File: config.mk
export PLATFORM = sky130hd
export DESIGN_NAME = seg7_scan_decoder
export DESIGN_NICKNAME = d
export VERILOG_FILES = /design/src/rtl/seg7_scan_decoder.sv
export SDC_FILE = /design/constraint.sdc
export NUM_CORES = 1
export LEC_CHECK = 0
export BUFFER_PORTS_ARGS = -buffer_cell sky130_fd_sc_hd__buf_2
export CORE_MARGIN = 2
export CORE_UTILIZATION = 45
export CTS_CLUSTER_DIAMETER = 200
export CTS_CLUSTER_SIZE = 30
export DETAILED_ROUTE_END_ITERATION = 7
export PLACE_DENSITY = 0.65
export SYNTH_ARGS = -nofsm -noshare
export SYNTH_HDL_FRONTEND = slang
export SYNTH_SLANG_ARGS = --single-unit
File: constraint.sdc
create_clock -name clk -period 3.1 [get_ports clk]
set_input_delay 0 -clock clk [delete_from_list [all_inputs] [get_ports clk]]
set_output_delay 0 -clock clk [all_outputs]
set_load 0.02 [all_outputs]
File: src/rtl/seg7_scan_decoder.sv
// Receive-side monitor for a multiplexed 7-segment bus. It decodes each settled anode dwell back to BCD
// and publishes the full NUM_DIGITS value once every digit of a frame has been captured.
module seg7_scan_decoder #(
  parameter int NUM_DIGITS    = 2,
  parameter int AN_WIDTH      = 8,
  parameter int SETTLE_CYCLES = 4
) (
  input  logic                    clk,
  input  logic                    rst,
  input  logic [6:0]              seg,
  input  logic [AN_WIDTH-1:0]     an,
  input  logic                    dp1,
  output logic [4*NUM_DIGITS-1:0] value,
  output logic [NUM_DIGITS-1:0]   dp_out,
  output logic                    value_vld,
  output logic                    value_chg,
  output logic                    seg_err,
  output logic                    scan_err
);

  localparam int CNT_W = (SETTLE_CYCLES > 1) ? $clog2(SETTLE_CYCLES) : 1;
  localparam logic [CNT_W-1:0] CNT_MAX = CNT_W'(SETTLE_CYCLES - 1);

  localparam logic [0:0] ARMED = 1'b0;
  localparam logic [0:0] DONE  = 1'b1;

  logic [AN_WIDTH-1:0]     an_q;
  logic [6:0]              seg_q;
  logic                    dp_q;
  logic [CNT_W-1:0]        cnt_q, cnt_d;
  logic [0:0]              state_q, state_d;
  logic [NUM_DIGITS-1:0]   mask_q, mask_d;
  logic [4*NUM_DIGITS-1:0] shadow_val_q, shadow_val_d;
  logic [NUM_DIGITS-1:0]   shadow_dp_q, shadow_dp_d;
  logic [4*NUM_DIGITS-1:0] value_q, value_d;
  logic [NUM_DIGITS-1:0]   dp_out_q, dp_out_d;
  logic                    vld_q, vld_d;
  logic                    chg_q, chg_d;
  logic                    seg_err_q, seg_err_d;
  logic                    scan_err_q, scan_err_d;

  logic                    changed;
  logic                    eval;
  logic [AN_WIDTH-1:0]     an_lit;
  logic                    an_blank;
  logic                    an_multi;
  logic [NUM_DIGITS-1:0]   cap;
  logic [NUM_DIGITS-1:0]   merged;
  logic                    full;
  logic [3:0]              digit;
  logic                    digit_bad;

  function automatic logic [4:0] decode(input logic [6:0] gfedcba);
    case (gfedcba)
      7'h3F:   decode = {1'b0, 4'd0};
      7'h06:   decode = {1'b0, 4'd1};
      7'h5B:   decode = {1'b0, 4'd2};
      7'h4F:   decode = {1'b0, 4'd3};
      7'h66:   decode = {1'b0, 4'd4};
      7'h6D:   decode = {1'b0, 4'd5};
      7'h7D:   decode = {1'b0, 4'd6};
      7'h07:   decode = {1'b0, 4'd7};
      7'h7F:   decode = {1'b0, 4'd8};
      7'h6F:   decode = {1'b0, 4'd9};
      default: decode = {1'b1, 4'hF};
    endcase
  endfunction

  // The change test looks at the pins against the registered copy, so the counter restarts on the
  // same edge that loads a new sample and a capture lands SETTLE_CYCLES cycles after the pins settle.
  always_comb begin
    changed = ({an, seg, dp1} != {an_q, seg_q, dp_q});
    cnt_d   = changed ? '0 : ((cnt_q == CNT_MAX) ? cnt_q : cnt_q + CNT_W'(1));
    eval    = (state_q == ARMED) && (cnt_q == CNT_MAX);
    state_d = changed ? ARMED : (eval ? DONE : state_q);
  end

  always_comb begin
    an_lit   = ~an_q;
    an_blank = (an_lit == '0);
    an_multi = ((an_lit & (an_lit - AN_WIDTH'(1))) != '0);
    cap      = (eval && !an_blank && !an_multi) ? an_lit[NUM_DIGITS-1:0] : '0;
    {digit_bad, digit} = decode(~seg_q);
    scan_err_d = eval && an_multi;
    seg_err_d  = (cap != '0) && digit_bad;
  end

  // Publishing happens on the edge whose capture completes the mask, so the mask is cleared
  // in the same step and a following capture always starts a fresh frame.
  always_comb begin
    shadow_val_d = shadow_val_q;
    shadow_dp_d  = shadow_dp_q;
    for (int i = 0; i < NUM_DIGITS; i++) begin
      if (cap[i]) begin
        shadow_val_d[4*i +: 4] = digit;
        shadow_dp_d[i]         = ~dp_q;
      end
    end
    merged   = mask_q | cap;
    full     = &merged;
    mask_d   = full ? '0 : merged;
    vld_d    = full;
    value_d  = full ? shadow_val_d : value_q;
    dp_out_d = full ? shadow_dp_d : dp_out_q;
    chg_d    = full && ({shadow_val_d, shadow_dp_d} != {value_q, dp_out_q});
  end

  always_ff @(posedge clk or posedge rst) begin
    if (rst) begin
      an_q         <= '1;
      seg_q        <= '1;
      dp_q         <= 1'b1;
      cnt_q        <= '0;
      state_q      <= ARMED;
      mask_q       <= '0;
      shadow_val_q <= '0;
      shadow_dp_q  <= '0;
      value_q      <= '0;
      dp_out_q     <= '0;
      vld_q        <= 1'b0;
      chg_q        <= 1'b0;
      seg_err_q    <= 1'b0;
      scan_err_q   <= 1'b0;
    end else begin
      an_q         <= an;
      seg_q        <= seg;
      dp_q         <= dp1;
      cnt_q        <= cnt_d;
      state_q      <= state_d;
      mask_q       <= mask_d;
      shadow_val_q <= shadow_val_d;
      shadow_dp_q  <= shadow_dp_d;
      value_q      <= value_d;
      dp_out_q     <= dp_out_d;
      vld_q        <= vld_d;
      chg_q        <= chg_d;
      seg_err_q    <= seg_err_d;
      scan_err_q   <= scan_err_d;
    end
  end

  assign value     = value_q;
  assign dp_out    = dp_out_q;
  assign value_vld = vld_q;
  assign value_chg = chg_q;
  assign seg_err   = seg_err_q;
  assign scan_err  = scan_err_q;

endmodule
==> metrics.txt, run 1 <==
FF/Latch Area=between 1000 and 1500 um^2; synth cell count leaders=dfrtp_1, xor2_1, dfstp_2, mux2_2, nor2_1; diode count=0; Residual DRC=0; crit path max fanout=8; count leader, synth=dfrtp_1; vias in the first global route=around 1500; post-synth cell types=43; CTS Buf Count=5; worst r2r path cells=8; starting density of the core=46.4%; initial drt markers=between 40 and 50; post_cts resized=0; layout cell share with drive strength beyond 1=34.2%; Final Hold Viols=0; number of flops mapped to enable cells by yosys=0; Die ar.=between 5000 and 6000 um^2; Yosys top cell area share=33.6%; worst reg-to-reg setup slack=0.49 ns; number of placed I/O pins=32; die height=approximately 73 um; Critical Path Max Stage Delay=0.61 ns; Final Wtd Congestion=about 0.73; Slew HR=roughly half; setup clock skew after layout=roughly 0.014 ns; RR Endpoint=value_chg; Total GRT Usage=17.4%; Critical Path Source Type=flop; critical path type=reg -> reg; Yosys reg bits=45; Top delay family on crit path=simple AND/OR/NAND/NOR gates; final instance area=around 2600 um^2; Worst R2R Start=an_q[0]; initial antenna violation count=0; Tmin final=approximately 2.6 ns; Tightest Pin Transition=0.726 ns; area occupied by multi-input gates=around 940 um^2; outcome=complete, no violations; CP cell instances=nand4_1 > a211o_1 > nand2_2 > and3_1 > mux2_2 > xor2_1 > nor4_2 > a31oi_1; largest net degree at the start of global routing=46; DIE WIDTH=between 70 and 80 um; mapped cell area=~2200 um^2; ys async rst share=100%; port bufs=31; Final ANT Viol Nets=0; DR pass1 iterations=4; syn_nets=200; HP Class=in -> reg; HP Start=dp1; Reg clk slew, reported paths=around 0.09 ns; unrepaired setup endpoints after global routing=no; WL/cell=~15 um; hold path depth=2; ys flop type=dfrtp_1; Setup TNS=0 ns; worst-skew pair later-pin latency=slightly above 0.3 ns; vias per cell=roughly 5.2; clock buffer depth=2; Power Dens Cells=415 nW/um^2; WHS=between 0.3 and 0.4 ns; CP Capture Type=flop; fmax=approximately 380 MHz; gate count after technology mapping=181; Yosys top cell by area=dfrtp_1; max-cap violation count=0; Max H-tree Level=2; WP data required=3.29 ns; Area after DPL=between 2000 and 2500 um^2; average cell area after synthesis=11.9 um^2; Core Area=4660 um^2; CTS root buf=clkbuf_8; row count=25; area grow syn2layout=20.6%; filler instances=approximately 430; GRT Residual Overflow=0; final setup vio count=0; Bufs and invs on worst path=0; vias=1500; fin nets=about 250; Clock Sinks=45; first-pass GRT wire length=between 6000 and 7000 um; top cells by area, synth=dfrtp_1, dfstp_2, xor2_1; leakage=1.29 nW; Final Max Tran Viols=0; synth warn=0; Crit-path slowest cell=dfstp_2; dpl hpwl=approximately 2900 um; crit path DAT=2.80 ns; clock tree from TritonCTS=built; DRT Wirelength=between 4000 and 5000 um; Max VDD drop=0.214 mV; Seq/Total Area, Yosys=~53%; post-route clock period utilization=about 84%; Min-Delay Endpoint=dp_q
where the power goes:
group          total (mW)  switching (mW)  internal [mW]
Combinational      0.0863          0.0421         0.0443
Clock               0.368           0.208          0.161
Sequential          0.626          0.0193          0.607
placed cells by master, fill, tap and decap left out, types with 6 or more instances in the layout:
master	netlist	layout
buf_2	1	31
dfstp_2	16	16
dfrtp_1	29	29
mux2_2	12	12
inv_1	7	6
nand2_1	10	10
xor2_1	26	26
nor2_1	12	12
dlygate4sd3_1	0	17
o21ai_0	6	6
layout make-up:
type	instances	area share (%)
Timing Repair Buffer	50	13.1
Sequential cell	45	44.0
Inverter	7	1.01
Tap cell	54	2.59
Clock inverter	2	0.624
Multi-Input combinational cell	124	36.0
Clock buffer	6	2.78
routing by layer:
metal | share of wire, % | track usage [%] | up-vias
li1 | - | - | 734
met1 | 48 | 23.6 | 729
met2 | 47 | 27.0 | 30
met3 | 3.3 | 4.12 | 7
met4 | 1.8 | 7.27 | 0
met5 | 0 | 0 | -
how the worst max path moves through the flow:
stage          startpoint        end  slack, ns  depth (start not counted)
2_1_floorplan     an_q[0]  value_chg       0.73                         10
3_3_place_gp      an_q[0]  value_chg       0.53                          8
3_5_place_dp      an_q[0]  value_chg       0.48                          8
4_1_cts           an_q[0]  value_chg       0.48                          8
5_1_grt           an_q[1]  value_chg       0.26                          8
6_report          an_q[0]  value_chg       0.49                          8
state kept, by name, summed over array words and instances (netlist names):
register / flops
an_q: 8
cnt_q: 2
dp_out: 2
dp_q: 1
mask_q: 2
scan_err: 1
seg_err: 1
seg_q: 7
shadow_dp_q: 2
shadow_val_q: 8
state_q: 1
value: 8
value_chg: 1
value_vld: 1
per-stage QoR:
step           std cells  util, %  power [mW]  setup WS, ns
4_1_cts              288     55.9        1.09         0.481
5_1_grt              288     55.9        1.12         0.259
6_report             288     55.9        1.08         0.489
3_5_place_dp         263     50.4       0.707         0.482
3_3_place_gp         263     50.4       0.708         0.531
2_1_floorplan        181        -       0.680         0.732
cell families (layout without fill, tap and decap cells):
kind of cell	Yosys count	in the layout	synth area share (%)
xor+xnor	31	31	12.6
simple gates	50	50	13.0
buf+inv	12	65	3.59
compound gates	23	23	7.70
mux	17	17	8.57
fa+ha+maj	3	3	1.56
flops	45	45	53.0
timing repair:
action | 4_1_cts | 5_1_grt
buffers inserted | 0 | 0
hold endpoints to repair | 45 | 0
hold buffers | 17 | 0
Note: power is estimated with default switching activity, not from simulation.
==> inputs of run 2 (changes only) <==
--- a/config.mk
+++ b/config.mk
@@ -11,7 +11,7 @@
 export CTS_CLUSTER_DIAMETER = 200
 export CTS_CLUSTER_SIZE = 30
 export DETAILED_ROUTE_END_ITERATION = 7
-export PLACE_DENSITY = 0.65
+export PLACE_DENSITY = 0.68
 export SYNTH_ARGS = -nofsm -noshare
 export SYNTH_HDL_FRONTEND = slang
 export SYNTH_SLANG_ARGS = --single-unit
==> constraint.sdc (replaced) <==
create_clock -name clk -period 2.2 [get_ports clk]
set_input_delay 0 -clock clk [delete_from_list [all_inputs] [get_ports clk]]
set_output_delay 0 -clock clk [all_outputs]
set_load 0.02 [all_outputs]
==> metrics.txt, run 2 (same netlist as run 1, synthesis figures left out) <==
Finished Core Util=66.1% (+10 points); Core Area=4660 um^2 (unchanged); number of placed I/O pins=32 (unchanged); DIE WIDTH=73.3 um (unchanged); Final ANT Viol Nets=0 (unchanged); unrepaired setup endpoints after global routing=yes; WL/cell=16.0 um (+9.9%); Slew HR=27.0% (-24 points); layout cell share with drive strength beyond 1=48.4% (+14 points); Clock Sinks=45 (unchanged); Total GRT Usage=20.8% (+3.3 points); vias in the first global route=1771 (+17%); WP data required=2.38 ns (-0.91 ns); Most Crowded Layer GR=met2; diode count=0 (unchanged); DRT Wirelength=5300 um (+26%); worst-skew pair later-pin latency=0.30 ns (about the same); first-pass GRT wire length=8370 um (+20%); outcome=finished with violations; critical path type=reg -> reg; initial drt markers=96 (+120%); HP Class=in -> reg; Tmin final=2.36 ns (-0.254 ns); Critical Path Source=seg_q[3]; Max VDD drop=0.494 mV (+130%); CTS root buf=clkbuf_8; Global Route met1 Usage=26.1% (+2.5 points); DR pass1 iterations=4 (unchanged); dpl hpwl=3590 um (+25%); post-route clock period utilization=107% (+23 points); crit path DAT=2.54 ns (-0.26 ns); filler instances=362 (-16%); starting density of the core=46.4% (unchanged); CTS Buf Count=5 (unchanged); port bufs=31 (unchanged); row count=25 (unchanged); clock buffer depth=2 (unchanged); critical path endpoint=value_chg; Residual DRC=0 (unchanged); Max H-tree Level=2 (unchanged); vias per cell=5.21 (about the same); Final Hold Viols=0 (unchanged); largest net degree at the start of global routing=32 (-30%); clock tree from TritonCTS=built; Final Max Tran Viols=0 (unchanged); RR Endpoint=value_chg; Worst R2R Start=seg_q[3]; area grow syn2layout=42.5%; Reg clk slew, reported paths=0.09 ns (about the same); max-cap violation count=0 (unchanged); Final Wtd Congestion=0.833 (+14%); GR Util met3=5.08% (+0.96 points); Die ar.=5370 um^2 (unchanged); initial antenna violation count=0 (unchanged); global-route track usage on met2=35.3% (+8.3 points); violated checks=negative setup slack; crit path max fanout=4 (-4); fmax=424 MHz (+11%); die height=73.3 um (unchanged); Critical Path Source Type=flop; setup clock skew after layout=0.00752 ns (-0.00604 ns); most common cell after layout, fill and taps aside=buf_4; Power, Total=1.59 mW (+47%); GRT Residual Overflow=0 (unchanged); Power Dens Cells=516 nW/um^2 (+24%); Tightest Pin Transition=1.09 ns (+0.362 ns); final setup vio count=11 (+11); WHS=0.360 ns (+0.00687 ns); setup slack at placement=-0.189 ns (-0.671 ns); vias=1725 (+15%); fin nets=295 (+17%); worst reg-to-reg setup slack=-0.16 ns (-0.65 ns); most frequent cells in the layout=buf_4, buf_2, dfrtp_1; final critical-path setup slack=-0.157 ns (-0.646 ns); leakage=1.55 nW (+20%); worst r2r path cells=8 (unchanged); CP Capture Type=flop
==> run 2: metrics by stage <==
stage	TNS (ns)	std cells	cell area [um^2]
4_1_cts	-0.140	327	3000
3_5_place_dp	-0.890	299	2670
3_3_place_gp	-0.561	299	2670
5_1_grt	-2.33	331	3080
6_report	-1.06	331	3080
2_1_floorplan	-0.0616	181	2200
==> run 2: worst min-delay path by stage <==
stage                     startpoint        to  cells after the start
after floorplan                an[0]   an_q[0]                      0
after global placement        seg[0]  seg_q[0]                      1
after detailed placement      seg[0]  seg_q[0]                      1
after CTS                      an[6]   an_q[6]                      2
after global routing           an[6]   an_q[6]                      2
final                          an[6]   an_q[6]                      2
==> run 2: routing by layer <==
metal,vias to the layer above,share of wire [%]
met1,859,44
met3,6,3.0
met4,0,0.98
met5,-,0
li1,823,-
met2,37,52
==> run 2: cell type report <==
class                   instances  area (um^2)  share of cell area, %
inverters                       7         26.3                  0.853
repair buffers                 93          691                   22.4
flip-flops and latches         45         1150                   37.2
multi-input cells             124         1050                   34.3
well taps                      54         67.6                   2.19
clock inverters                 1         7.51                  0.244
clock buffers                   7         86.3                   2.80
==> run 2: timing repair <==
| item | CTS | global route |
|---|---|---|
| pin swaps | 5 | 6 |
| endpoints found under the setup margin | 12 | 13 |
| gates cloned | 0 | 0 |
| buffers inserted | 3 | 4 |
| gates resized for setup | 12 | 12 |
| hold endpoints to repair | 44 | 0 |
| hold buffers | 17 | 0 |
==> run 2: critical path, stage by stage, from the launching register on <==
cell,delay (ns)
dfstp_2,0.55
nand2_1,0.08
or4_4,0.53
o221ai_4,0.11
o41ai_2,0.19
xnor2_1,0.19
a31oi_1,0.15
nor4_1,0.32
a31oi_1,0.12
==> run 2: where the power goes <==
group | switching [mW] | total [mW] | leakage, nW | internal, mW
Clock | 0.281 | 0.537 | 0.0445 | 0.256
Sequential | 0.0181 | 0.872 | 0.574 | 0.854
Combinational | 0.0872 | 0.179 | 0.928 | 0.0919
Total | 0.387 | 1.59 | 1.55 | 1.20
